File: config.mk
export PLATFORM = sky130hd
export DESIGN_NAME = calendar_gregorian
export DESIGN_NICKNAME = d
export VERILOG_FILES = /design/src/rtl/calendar_pkg.sv /design/src/rtl/calendar_month_len.sv /design/src/rtl/calendar_gregorian.sv
export SDC_FILE = /design/constraint.sdc
export NUM_CORES = 1
export LEC_CHECK = 0
export ABC_AREA = 1
export BUFFER_PORTS_ARGS = -buffer_cell sky130_fd_sc_hd__buf_2
export CAP_MARGIN = 0
export CELL_PAD_IN_SITES_DETAIL_PLACEMENT = 1
export CELL_PAD_IN_SITES_GLOBAL_PLACEMENT = 2
export CORE_AREA = 2 2 168 170
export DETAILED_ROUTE_END_ITERATION = 8
export DIE_AREA = 0 0 170 172
export GPL_TIMING_DRIVEN = 0
export PLACE_DENSITY = 0.85
export SYNTH_ARGS = -nofsm -noshare
export SYNTH_HDL_FRONTEND = slang
export SYNTH_SLANG_ARGS = --single-unit
File: constraint.sdc
create_clock -name clk_100MHz -period 6.5 [get_ports clk_100MHz]
set_clock_uncertainty 0.2 [all_clocks]
set_input_delay 0.325 -clock clk_100MHz [delete_from_list [all_inputs] [get_ports clk_100MHz]]
set_output_delay 0.325 -clock clk_100MHz [all_outputs]
set_load 0.01 [all_outputs]
File: src/rtl/calendar_pkg.sv
// rtl/calendar_pkg.sv - weekday/month-length constants and leap-year helpers
package calendar_pkg;

   localparam logic [2:0] MON = 3'd0;
   localparam logic [2:0] TUE = 3'd1;
   localparam logic [2:0] WED = 3'd2;
   localparam logic [2:0] THU = 3'd3;
   localparam logic [2:0] FRI = 3'd4;
   localparam logic [2:0] SAT = 3'd5;
   localparam logic [2:0] SUN = 3'd6;

   localparam logic [4:0] DAYS_LONG     = 5'd31;
   localparam logic [4:0] DAYS_SHORT    = 5'd30;
   localparam logic [4:0] DAYS_FEB      = 5'd28;
   localparam logic [4:0] DAYS_FEB_LEAP = 5'd29;

   function automatic logic is_leap(input logic [31:0] year);
      return (year % 32'd4 == 32'd0) &&
             ((year % 32'd100 != 32'd0) || (year % 32'd400 == 32'd0));
   endfunction

   // An illegal month yields 0 so any day compared against it is rejected.
   function automatic logic [4:0] days_in_month(input logic [3:0] month, input logic leap);
      case (month)
         4'd1, 4'd3, 4'd5, 4'd7, 4'd8, 4'd10, 4'd12: return DAYS_LONG;
         4'd4, 4'd6, 4'd9, 4'd11:                    return DAYS_SHORT;
         4'd2:                                       return leap ? DAYS_FEB_LEAP : DAYS_FEB;
         default:                                    return 5'd0;
      endcase
   endfunction

endpackage

File: src/rtl/calendar_month_len.sv
// rtl/calendar_month_len.sv - combinational (month, year) -> (days in month, leap flag)
module calendar_month_len
   import calendar_pkg::*;
#(
   parameter int YEAR_W = 14
) (
   input  logic [3:0]        month_i,
   input  logic [YEAR_W-1:0] year_i,
   output logic [4:0]        days_o,
   output logic              leap_o
);

   assign leap_o = is_leap(32'(year_i));
   assign days_o = days_in_month(month_i, leap_o);

endmodule

File: src/rtl/calendar_gregorian.sv
// rtl/calendar_gregorian.sv - Gregorian day/month/year/weekday register with strobed updates
module calendar_gregorian
   import calendar_pkg::*;
#(
   parameter int DEFAULT_DAY   = 1,
   parameter int DEFAULT_MONTH = 9,
   parameter int DEFAULT_YEAR  = 2023,
   parameter int DEFAULT_DOW   = 4,
   parameter int YEAR_MIN      = 2000,
   parameter int YEAR_MAX      = 2099,
   parameter int YEAR_W        = 14
) (
   input  logic              clk_100MHz,
   input  logic              reset,
   input  logic              end_of_day,
   input  logic              inc_day,
   input  logic              dec_day,
   input  logic              inc_month,
   input  logic              inc_year,
   input  logic              load,
   input  logic [4:0]        load_day,
   input  logic [3:0]        load_month,
   input  logic [YEAR_W-1:0] load_year,
   input  logic [2:0]        load_dow,
   output logic [4:0]        day,
   output logic [3:0]        month,
   output logic [YEAR_W-1:0] year,
   output logic [2:0]        dow,
   output logic              leap_year,
   output logic              end_of_year,
   output logic              load_err
);

   localparam bit PARAMS_OK =
      (YEAR_W >= 1) && (YEAR_W <= 31) && (YEAR_MIN >= 0) && (YEAR_MIN <= YEAR_MAX) &&
      (YEAR_MAX < (1 << YEAR_W)) &&
      (DEFAULT_YEAR >= YEAR_MIN) && (DEFAULT_YEAR <= YEAR_MAX) &&
      (DEFAULT_MONTH >= 1) && (DEFAULT_MONTH <= 12) && (DEFAULT_DAY >= 1) &&
      (DEFAULT_DAY <= int'(days_in_month(4'(DEFAULT_MONTH), is_leap(32'(DEFAULT_YEAR))))) &&
      (DEFAULT_DOW >= 0) && (DEFAULT_DOW <= 6);

   generate
      if (!PARAMS_OK) begin : g_bad_params
         $error("calendar_gregorian: illegal DEFAULT_*/YEAR_* parameter combination");
      end
   endgenerate

   localparam logic [YEAR_W-1:0] Y_MIN = YEAR_W'(YEAR_MIN);
   localparam logic [YEAR_W-1:0] Y_MAX = YEAR_W'(YEAR_MAX);

   logic [4:0]        day_q, day_d;
   logic [3:0]        month_q, month_d;
   logic [YEAR_W-1:0] year_q, year_d;
   logic [2:0]        dow_q, dow_d;
   logic              eoy_q, eoy_d;
   logic              load_err_q, load_err_d;

   logic [4:0]        cur_days, ld_days, prev_len, next_len;
   logic              cur_leap, ld_leap_unused, next_year_leap, load_ok;
   logic [3:0]        next_month, prev_month;
   logic [YEAR_W-1:0] next_year, prev_year;

   calendar_month_len #(.YEAR_W(YEAR_W)) u_cur_len (
      .month_i (month_q),
      .year_i  (year_q),
      .days_o  (cur_days),
      .leap_o  (cur_leap)
   );

   calendar_month_len #(.YEAR_W(YEAR_W)) u_load_len (
      .month_i (load_month),
      .year_i  (load_year),
      .days_o  (ld_days),
      .leap_o  (ld_leap_unused)
   );

   // Neighbouring months share the current year's leap flag: only February cares,
   // and its neighbours never cross a year boundary.
   always_comb begin
      next_month     = (month_q == 4'd12) ? 4'd1 : month_q + 4'd1;
      prev_month     = (month_q == 4'd1) ? 4'd12 : month_q - 4'd1;
      next_year      = (year_q == Y_MAX) ? Y_MIN : year_q + YEAR_W'(1);
      prev_year      = (year_q == Y_MIN) ? Y_MAX : year_q - YEAR_W'(1);
      next_len       = days_in_month(next_month, cur_leap);
      prev_len       = days_in_month(prev_month, cur_leap);
      next_year_leap = is_leap(32'(next_year));
      load_ok        = (load_month >= 4'd1) && (load_month <= 4'd12) &&
                       (load_day != 5'd0) && (load_day <= ld_days) &&
                       (load_year >= Y_MIN) && (load_year <= Y_MAX) && (load_dow <= SUN);

      day_d      = day_q;
      month_d    = month_q;
      year_d     = year_q;
      dow_d      = dow_q;
      eoy_d      = 1'b0;
      load_err_d = 1'b0;

      if (load) begin
         if (load_ok) begin
            day_d   = load_day;
            month_d = load_month;
            year_d  = load_year;
            dow_d   = load_dow;
         end else begin
            load_err_d = 1'b1;
         end
      end else if (end_of_day || inc_day) begin
         dow_d = (dow_q == SUN) ? MON : dow_q + 3'd1;
         if (day_q < cur_days) begin
            day_d = day_q + 5'd1;
         end else begin
            day_d   = 5'd1;
            month_d = next_month;
            if (month_q == 4'd12) begin
               year_d = next_year;
               eoy_d  = 1'b1;
            end
         end
      end else if (dec_day) begin
         dow_d = (dow_q == MON) ? SUN : dow_q - 3'd1;
         if (day_q > 5'd1) begin
            day_d = day_q - 5'd1;
         end else begin
            day_d   = prev_len;
            month_d = prev_month;
            if (month_q == 4'd1) begin
               year_d = prev_year;
            end
         end
      end else if (inc_month) begin
         month_d = next_month;
         if (day_q > next_len) begin
            day_d = next_len;
         end
      end else if (inc_year) begin
         year_d = next_year;
         if ((month_q == 4'd2) && (day_q == DAYS_FEB_LEAP) && !next_year_leap) begin
            day_d = DAYS_FEB;
         end
      end
   end

   always_ff @(posedge clk_100MHz) begin
      if (reset) begin
         day_q   <= 5'(DEFAULT_DAY);
         month_q <= 4'(DEFAULT_MONTH);
         year_q  <= YEAR_W'(DEFAULT_YEAR);
         dow_q   <= 3'(DEFAULT_DOW);
      end else begin
         day_q   <= day_d;
         month_q <= month_d;
         year_q  <= year_d;
         dow_q   <= dow_d;
      end
   end

   always_ff @(posedge clk_100MHz) begin
      if (reset) begin
         eoy_q      <= 1'b0;
         load_err_q <= 1'b0;
      end else begin
         eoy_q      <= eoy_d;
         load_err_q <= load_err_d;
      end
   end

   assign day         = day_q;
   assign month       = month_q;
   assign year        = year_q;
   assign dow         = dow_q;
   assign leap_year   = cur_leap;
   assign end_of_year = eoy_q;
   assign load_err    = load_err_q;

endmodule

==> flow_metrics.py, run 1 <==
metrics = {
    "status": {
        "status": "complete, but fails checks",
        "violations": "negative setup slack",
    },
    "final_layout": {
        "layout-drive-gt1-share_pct": 37.0,
        "nNetsFinal": 1644,
        "layout_commonest_cell": "nand2_1",
        "layout_common_cells": "294 x nand2_1, 159 x inv_1, 112 x buf_4",
        "fillerInstances": 3632,
        "area_growth_pct": 36.6,
        "multi_input_comb_area_um2": 7710,
        "layout.area.seq_um2": 592,
        "final_area_um2": 11100,
    },
    "die": {
        "die_h_um": 172,
        "die_width_um": 170,
        "die_area_um2": 29200,
        "io_pins": 63,
        "rows": 61,
        "coreArea_um2": 27500,
        "initial_core_util_pct": 29.5,
    },
    "yosys": {
        "synth-edff-count": 0,
        "yosysTopAreaCell": "nand2_1",
        "synthTopCellsByArea": "nand2_1 17%, inv_1 8.0%, nand3_1 7.0%, dfxtp_1 6.9%, nor2_1 6.0%",
        "synth_warnings": 0,
        "avgSynthCellArea_um2": 5.86,
        "yosysSeqAreaShare_pct": 6.91,
        "synth_ff_type": "dfxtp_1",
        "synth_top_area_share_pct": 17.3,
        "netlist_instances": 1386,
        "yosys_register_bits": 28,
        "synth_cell_types": 67,
        "async_flop_share_pct": 0,
        "syn_area_um2": 8120,
        "syn_nets": 1456,
    },
    "clocking": {
        "cts-root-buf": "clkbuf_16",
        "cts_sinks": 28,
        "htreeDepth": 1,
        "cts_tree": "built",
        "postCtsHoldBufs": 0,
        "clk_pin_slew_ns": 0.08,
        "cts.path.max_buffers": 2,
        "cts_buffers": 3,
        "clock_latency_ns": 0.27,
    },
    "setup_path": {
        "crit_required_ns": 6.45,
        "crit_top_cell": "nand2_2",
        "crit_type": "in -> reg",
        "crit_path_end_kind": "flop",
        "crit_path_max_incr_delay_ns": 0.29,
        "r2r_start": "year[10]$_SDFFE_PP1P_",
        "worstPathMaxFanout": 6,
        "reg2reg_depth": 56,
        "critPathArrivalTime_ns": 7.66,
        "r2r-end": "day[0]$_SDFFE_PP1P_",
        "cp_slowest_cell": "ha_1",
        "reg2reg_slack_ns": -0.39,
        "setup.worst_path.start_class": "input port",
    },
    "global_routing": {
        "grt_max_degree": 15,
        "grt_pass1_vias": 10000,
        "grt_usage_pct": 20.9,
        "overflow": 0,
        "antenna_found_initial": 0,
        "grt_first_pass_wirelength_mm": 50.3,
    },
    "sta": {
        "drv_slew": 0,
        "period_share_pct": 119,
        "max_slew.worst_pin.slew_ns": 1.13,
        "fmax_mhz": 130,
        "min_period_ns": 7.71,
        "final_hold_viol_count": 0,
        "setup_viol": 27,
        "relSlewSlack_pct": 24.4,
        "setup_ws_ns": -1.21,
        "rsz0062_at_grt": "true",
        "tns_ns": -30.12,
    },
    "route": {
        "drt-pass1-iter-count": 5,
        "dr.first_iter.drc_count": 477,
        "wl_mm": 34.4,
        "avgViaCountPerCell": 5.33,
        "vias": 10200,
        "final_antenna_net_count": 0,
        "route.detailed.wl_per_inst_um": 17.9,
        "drc_errors": 0,
    },
    "power_and_ir_drop": {
        "p_leak_nw": 5.42,
        "peakVddDrop_uv": 347,
        "cellPowerDensity_nw_per_um2": 637,
    },
    "min_path": {
        "min_to": "dow[0]$_SDFFE_PP0P_",
        "hp-class": "in -> reg",
        "hold_depth": 3,
        "hp-start": "load_dow[0]",
    },
    "run": {
        "drv_cap": 0,
    },
    "placed_design": {
        "dpl.hpwl_mm": 23.8,
        "pre_cts_ws_ns": -1.60,
        "io_buffers": 61,
        "place_area_um2": 8950,
        "place.gp.congestion": 0.859,
    },
}
worst max-delay path by stage:
| stage | start | to | slack (ns) | cells past startpoint |
|---|---|---|---|---|
| final | load_year[12] | day[0]$_SDFFE_PP1P_ | -1.21 | 67 |
| after global routing | load_year[10] | day[0]$_SDFFE_PP1P_ | -1.55 | 66 |
| after CTS | load_year[10] | year[7]$_SDFFE_PP1P_ | -0.44 | 59 |
| after global placement | load_year[9] | year[12]$_SDFFE_PP0P_ | -1.43 | 64 |
| after floorplan | load_year[11] | year[9]$_SDFFE_PP1P_ | -0.06 | 61 |
| after detailed placement | load_year[9] | year[7]$_SDFFE_PP1P_ | -1.60 | 64 |
layout make-up:
class | instances | area share, %
antenna | 1 | 0.0226
buffer | 25 | 2.02
clock buffer | 3 | 0.677
inverter | 195 | 6.91
multi-input combinational | 1140 | 69.5
sequential | 28 | 5.34
tap | 346 | 3.90
timing repair buffer | 181 | 11.6
Yosys cell counts, drive strengths merged, types with 16 or more instances:
library cell	instances
nand3	136
dfxtp	28
nand4	71
a21oi	53
o21ai	63
buf	18
inv	191
xor2	37
o211ai	16
nor2	168
nor3	24
nand2	454
ha	36
worst max-delay path: cells and delay by family:
| family | cells | cell delay [ns] |
|---|---|---|
| and+or+nand+nor | 48 | 4.84 |
| AOI/OAI and AO/OA | 4 | 0.69 |
| buffers and inverters | 13 | 1.21 |
| adders and majority gates | 1 | 0.29 |
| xor gates and xnor gates | 1 | 0.26 |
layer usage:
layer / vias to the layer above / track usage, % / part of all wire, %
li1: 4983 / - / -
met1: 4956 / 26.8 / 44
met2: 203 / 38.3 / 51
met3: 79 / 1.49 / 2.6
met4: 0 / 4.72 / 2.9
met5: - / 0 / 0
flip-flops by register name, summed over array words and instances, names as in the netlist:
| name | count |
|---|---|
| day | 5 |
| dow | 3 |
| end_of_year | 1 |
| load_err | 1 |
| month | 4 |
| year | 14 |
per-stage QoR:
step	cells	hold WS (ns)	utilization, %	power (mW)
after global placement	1793	0.364	32.6	5.42
after detailed placement	1793	0.393	32.6	5.56
after floorplan	1386	0.230	-	4.54
after CTS	1876	0.137	37.0	6.44
final	1919	0.137	40.4	7.07
after global routing	1918	0.141	40.3	7.82
logic make-up (layout without fill, tap and decap cells):
kind of cell             count (synthesis)  in the layout  share of synthesized area (%)
AND/OR/NAND/NOR                        872            873                           56.3
buffers and inverters                  220            404                           11.4
AO/OA/AOI/OAI                          187            188                           15.0
XOR/XNOR                                43             43                           4.73
adder cells (fa/ha/maj)                 36             36                           5.55
flip-flops                              28             28                           6.91
other                                    0              1                              0
repair_timing:
item                                    4_1_cts  5_1_grt
setup buffers                                77       42
endpoints found under the setup margin       29       29
resized for setup                           161      149
pin swaps                                   113      110
cloned                                        3        0
report_power, final:
group	leakage (nW)	internal (mW)	switching (mW)
clock	0.0370	0.0823	0.0721
combinational	5.15	2.46	4.22
sequential	0.232	0.193	0.0382
Note: power is estimated with default switching activity, not from simulation.
==> run 2: changes to the inputs <==
--- a/config.mk
+++ b/config.mk
@@ -15,6 +15,7 @@
 export DIE_AREA = 0 0 170 172
 export GPL_TIMING_DRIVEN = 0
 export PLACE_DENSITY = 0.85
+export RECOVER_POWER = 50
 export SYNTH_ARGS = -nofsm -noshare
 export SYNTH_HDL_FRONTEND = slang
 export SYNTH_SLANG_ARGS = --single-unit
==> run 2 against run 1 <==
Effect of this change: the flow still finishes with violations (negative setup slack); wire length about the same; critical path depth unchanged; sequential power about the same; register-to-register slack about the same; largest cell class unchanged; highest routed layer unchanged.
==> flow_metrics.py, run 2 (synthesized netlist as in run 1, its figures left out) <==
metrics = {
    "sta": {
        "setup_ws_ns": -1.21,
        "min_period_ns": 7.71,
        "max_slew.worst_pin.slew_ns": 1.13,
        "drv_slew": 0,
        "setup_viol": 27,
        "final_hold_viol_count": 0,
        "fmax_mhz": 130,
        "relSlewSlack_pct": 24.4,
        "period_share_pct": 119,
        "rsz0062_at_grt": "true",
    },
    "clocking": {
        "clock_latency_ns": 0.27,
        "cts-root-buf": "clkbuf_16",
        "cts.path.max_buffers": 2,
        "cts_buffers": 3,
        "clk_pin_slew_ns": 0.08,
        "cts_tree": "built",
        "cts_sinks": 28,
        "htreeDepth": 1,
    },
    "setup_path": {
        "r2r_start": "year[10]$_SDFFE_PP1P_",
        "endpoint": "day[0]$_SDFFE_PP1P_",
        "crit_path_max_incr_delay_ns": 0.29,
        "crit_required_ns": 6.45,
        "setup.worst_path.start_class": "input port",
        "crit_type": "in -> reg",
        "crit_path_end_kind": "flop",
        "r2r-end": "day[0]$_SDFFE_PP1P_",
        "cp_slowest_cell": "ha_1",
        "reg2reg_depth": 56,
        "crit_top_cell": "nand2_2",
        "critPathArrivalTime_ns": 7.66,
        "reg2reg_slack_ns": -0.39,
        "worstPathMaxFanout": 6,
        "crit_start": "load_year[12]",
    },
    "placed_design": {
        "io_buffers": 61,
        "dp_cells": 1793,
        "dpl.hpwl_mm": 23.8,
        "place.gp.congestion": 0.859,
        "place_area_um2": 8950,
    },
    "final_layout": {
        "area_growth_pct": 36.5,
        "layout_commonest_cell": "nand2_1",
        "nNetsFinal": 1644,
        "fin_util_pct": 40.3,
        "instances_no_fill": 1919,
        "largest_reg_flops": 14,
        "final_area_um2": 11100,
        "layout_common_cells": "294 x nand2_1, 159 x inv_1, 112 x buf_4",
        "layout-drive-gt1-share_pct": 36.8,
    },
    "die": {
        "initial_core_util_pct": 29.5,
        "die_width_um": 170,
        "coreArea_um2": 27500,
        "die_area_um2": 29200,
        "die_h_um": 172,
        "rows": 61,
        "io_pins": 63,
    },
    "power_and_ir_drop": {
        "p_comb_share_pct": 94.5,
        "p_leak_nw": 5.41,
        "peakVddDrop_uv": 347,
        "p_sw_mw": 4.33,
        "swShare_pct": 61.3,
        "cellPowerDensity_nw_per_um2": 637,
        "seq_power_share_pct": 3.3,
        "power_mw": 7.07,
        "clkPwrFrac_pct": 2.2,
        "p_int_mw": 2.73,
    },
    "global_routing": {
        "grt_max_degree": 15,
        "overflow": 0,
        "grt_pass1_vias": 10000,
        "antenna_found_initial": 0,
        "grt_first_pass_wirelength_mm": 50.3,
        "grt_usage_pct": 20.9,
    },
    "min_path": {
        "hold_depth": 3,
        "hp-class": "in -> reg",
        "hp-start": "load_dow[0]",
    },
    "status": {
        "status": "complete, but fails checks",
        "violations": "negative setup slack",
    },
    "run": {
        "drv_cap": 0,
    },
    "route": {
        "drt-pass1-iter-count": 5,
        "dr.first_iter.drc_count": 477,
        "vias": 10200,
        "route.detailed.wl_per_inst_um": 17.9,
        "drc_errors": 0,
        "avgViaCountPerCell": 5.33,
        "final_antenna_net_count": 0,
        "wl_mm": 34.3,
    },
}
## run 2: metrics by stage
step                setup slack, ns  TNS, ns  hold slack (ns)
floorplan                   -0.0563   -0.241            0.230
global placement              -1.43   -33.62            0.364
detailed placement            -1.60   -38.08            0.393
CTS                          -0.437    -9.40            0.137
global route                  -1.55   -39.31            0.141
finish                        -1.21   -30.12            0.137
## run 2: power by group through the flow
stage,clock [mW],sequential (mW),combinational (mW)
2_1_floorplan,0,0.227,4.31
3_3_place_gp,0,0.233,5.19
3_5_place_dp,0,0.233,5.33
4_1_cts,0.155,0.230,6.05
5_1_grt,0.163,0.234,7.42
6_report,0.154,0.231,6.68
## run 2: worst max-delay path: cells and delay by family
family                   cells  cell delay (ns)
AO/OA/AOI/OAI                4             0.69
XOR/XNOR                     1             0.26
adder cells (fa/ha/maj)      1             0.29
buffers and inverters       13             1.21
AND/OR/NAND/NOR             48             4.84
## run 2: timing repair
action	in CTS	in global routing
endpoints found under the setup margin	29	29
pin swaps	113	110
gates resized for setup	161	149
gates cloned	3	0
hold buffers	0	0
setup buffers	77	42
## run 2: final cells by class
class / instances / area (um^2)
antenna: 1 / 2.50
buffer: 25 / 224
clock buffer: 3 / 75.1
fill: 3635 / 16400
inverter: 195 / 766
multi-input combinational: 1140 / 7710
sequential: 28 / 592
tap: 346 / 433
timing repair buffer: 181 / 1280
## run 2: worst min-delay path by stage
stage                                        to  slack [ns]
final                       dow[0]$_SDFFE_PP0P_        0.14
after detailed placement  month[3]$_SDFFE_PP1P_        0.39
after global placement    month[3]$_SDFFE_PP1P_        0.36
after CTS                   dow[0]$_SDFFE_PP0P_        0.14
after floorplan            year[0]$_SDFFE_PP1P_        0.23
after global routing        dow[1]$_SDFFE_PP0P_        0.14
## run 2: layer usage
metal	vias up	track usage, %	share of wire [%]
met5	-	0	0
met4	0	4.72	2.9
met3	79	1.49	2.6
met2	203	38.3	51
met1	4956	26.8	44
li1	4983	-	-
==> run 3: changes to the inputs <==
--- a/config.mk
+++ b/config.mk
@@ -10,9 +10,9 @@
 export CAP_MARGIN = 0
 export CELL_PAD_IN_SITES_DETAIL_PLACEMENT = 1
 export CELL_PAD_IN_SITES_GLOBAL_PLACEMENT = 2
-export CORE_AREA = 2 2 168 170
+export CORE_AREA = 2 2 143 200
 export DETAILED_ROUTE_END_ITERATION = 8
-export DIE_AREA = 0 0 170 172
+export DIE_AREA = 0 0 145 202
 export GPL_TIMING_DRIVEN = 0
 export PLACE_DENSITY = 0.85
 export RECOVER_POWER = 50
==> run 3 against run 2 <==
Effect of this change: the run still ends with negative setup slack left; clock-buffer cell count up 1; register-to-register slack got worse by 0.07 ns; via count down 2.5%.
==> flow_metrics.py, run 3 (synthesized netlist as in run 1, its figures left out) <==
metrics = {
    "setup_path": {
        "crit_top_cell": "nand2_2",
        "crit_path_end_kind": "flop",
        "crit_type": "in -> reg",
        "cp_slowest_cell": "ha_1",
        "setup.worst_path.start_class": "input port",
        "worstPathMaxFanout": 6,
        "crit_required_ns": 6.46,
        "reg2reg_depth": 50,
        "critPathArrivalTime_ns": 7.33,
        "crit_path_max_incr_delay_ns": 0.30,
    },
    "final_layout": {
        "fin_util_pct": 39.0,
        "layout_commonest_cell": "nand2_1",
        "nNetsFinal": 1640,
        "layout-drive-gt1-share_pct": 33.8,
        "antenna_cells": 0,
        "largest_reg_flops": 14,
        "layout.area.seq_um2": 574,
        "multi_input_comb_area_um2": 7340,
        "fillerInstances": 3677,
        "final_area_um2": 10700,
        "area_growth_pct": 31.9,
        "layout_common_cells": "316 x nand2_1, 160 x inv_1, 112 x nor2_1",
        "instances_no_fill": 1939,
    },
    "global_routing": {
        "grtUsageMet1_pct": 22.1,
        "grt-busiest-layer": "met2",
        "use_met3_pct": 1.15,
        "grt_first_pass_wirelength_mm": 51.2,
        "antenna_found_initial": 0,
        "grt_util_met2_pct": 43.3,
        "overflow": 0,
        "grt_max_degree": 16,
        "grt_pass1_vias": 10500,
        "grt_usage_pct": 20.9,
    },
    "power_and_ir_drop": {
        "p_sw_mw": 4.08,
        "power_mw": 6.63,
        "p_leak_nw": 5.31,
        "p_int_mw": 2.55,
        "cellPowerDensity_nw_per_um2": 620,
        "swShare_pct": 61.5,
        "peakVddDrop_uv": 396,
        "seq_power_share_pct": 3.4,
        "clkPwrFrac_pct": 2.6,
        "p_comb_share_pct": 94.0,
    },
    "route": {
        "dr.first_iter.drc_count": 313,
        "avgViaCountPerCell": 5.14,
        "drt-pass1-iter-count": 5,
        "route.detailed.wl_per_inst_um": 16.5,
        "final_antenna_net_count": 0,
        "wl_mm": 32.0,
        "vias": 9969,
        "drc_errors": 0,
    },
    "clocking": {
        "clock_latency_ns": 0.28,
        "cts.path.max_buffers": 2,
        "clk_pin_slew_ns": 0.08,
        "htreeDepth": 1,
        "postCtsHoldBufs": 0,
        "cts_tree": "built",
        "cts_buffers": 3,
        "cts-root-buf": "clkbuf_16",
        "cts_sinks": 28,
    },
    "die": {
        "coreArea_um2": 27500,
        "die_width_um": 145,
        "initial_core_util_pct": 29.5,
        "rows": 72,
        "die_h_um": 202,
        "io_pins": 63,
        "die_area_um2": 29300,
    },
    "min_path": {
        "hp-class": "in -> reg",
        "hold_depth": 3,
    },
    "placed_design": {
        "dpl.hpwl_mm": 24.4,
        "place.gp.congestion": 0.843,
        "pre_cts_ws_ns": -1.78,
        "place_area_um2": 8980,
        "dp_cells": 1817,
        "io_buffers": 61,
    },
    "status": {
        "violations": "negative setup slack",
        "status": "complete, but fails checks",
    },
    "sta": {
        "max_slew.worst_pin.slew_ns": 1.11,
        "setup_viol": 27,
        "tns_ns": -20.95,
        "relSlewSlack_pct": 25.9,
        "setup_ws_ns": -0.869,
        "drv_slew": 0,
        "final_hold_viol_count": 0,
        "hold_slack_ns": 0.121,
        "period_share_pct": 113,
        "min_period_ns": 7.37,
        "fmax_mhz": 136,
        "rsz0062_at_grt": "true",
    },
    "run": {
        "drv_cap": 0,
    },
}
-- run 3: changes by cell type in the layout (fill, tap and decap cells not counted), sizes merged --
cell | previous run | this run
buf | 196 | 191
clkbuf | 13 | 15
diode | 1 | 0
nand2 | 455 | 454
nand3 | 136 | 137
-- run 3: power groups by stage --
stage / clock network, mW / logic (mW) / registers, mW
6_report: 0.172 / 6.23 / 0.228
2_1_floorplan: 0 / 4.31 / 0.227
5_1_grt: 0.178 / 6.98 / 0.231
4_1_cts: 0.173 / 6.03 / 0.227
3_5_place_dp: 0 / 5.38 / 0.232
3_3_place_gp: 0 / 5.25 / 0.231
-- run 3: per-layer routing --
metal	vias up	wire length, um	share of wire, %
met2	143	18000	56
met3	52	874	2.7
met5	-	0	0
met4	0	941	2.9
li1	4960	-	-
met1	4814	12300	38
-- run 3: path summary, 6_finish.rpt --
check	endpoint	startpoint	slack [ns]
worst max register to register	day[0]$_SDFFE_PP1P_	year[8]$_SDFFE_PP1P_	-0.46
worst min-delay path	dow[1]$_SDFFE_PP0P_	load_dow[1]	0.12
worst max-delay path	year[4]$_SDFFE_PP0P_	load_year[11]	-0.87
worst min register to register	year[13]$_SDFFE_PP0P_	year[13]$_SDFFE_PP0P_	0.41
-- run 3: cell type report --
type / count / share of cell area [%]
Buffer: 25 / 1.88
Clock buffer: 4 / 0.830
Sequential cell: 28 / 5.37
Tap cell: 370 / 4.32
Inverter: 195 / 7.01
Multi-Input combinational cell: 1140 / 68.6
Timing Repair Buffer: 177 / 12.0
-- run 3: worst max-delay path, delay by kind of cell --
kind,cells,cell delay (ns)
AND/OR/NAND/NOR,38,4.04
adder cells (fa/ha/maj),2,0.57
AO/OA/AOI/OAI,10,1.44
buffers and inverters,10,0.96
-- run 3: repair_timing --
action                                  CTS  global route
endpoints found under the setup margin   29            29
gates resized for setup                 141            74
hold endpoints to repair                  0             0
cloned                                    4             0
pin swaps                                91            75
buffers inserted                         87            28
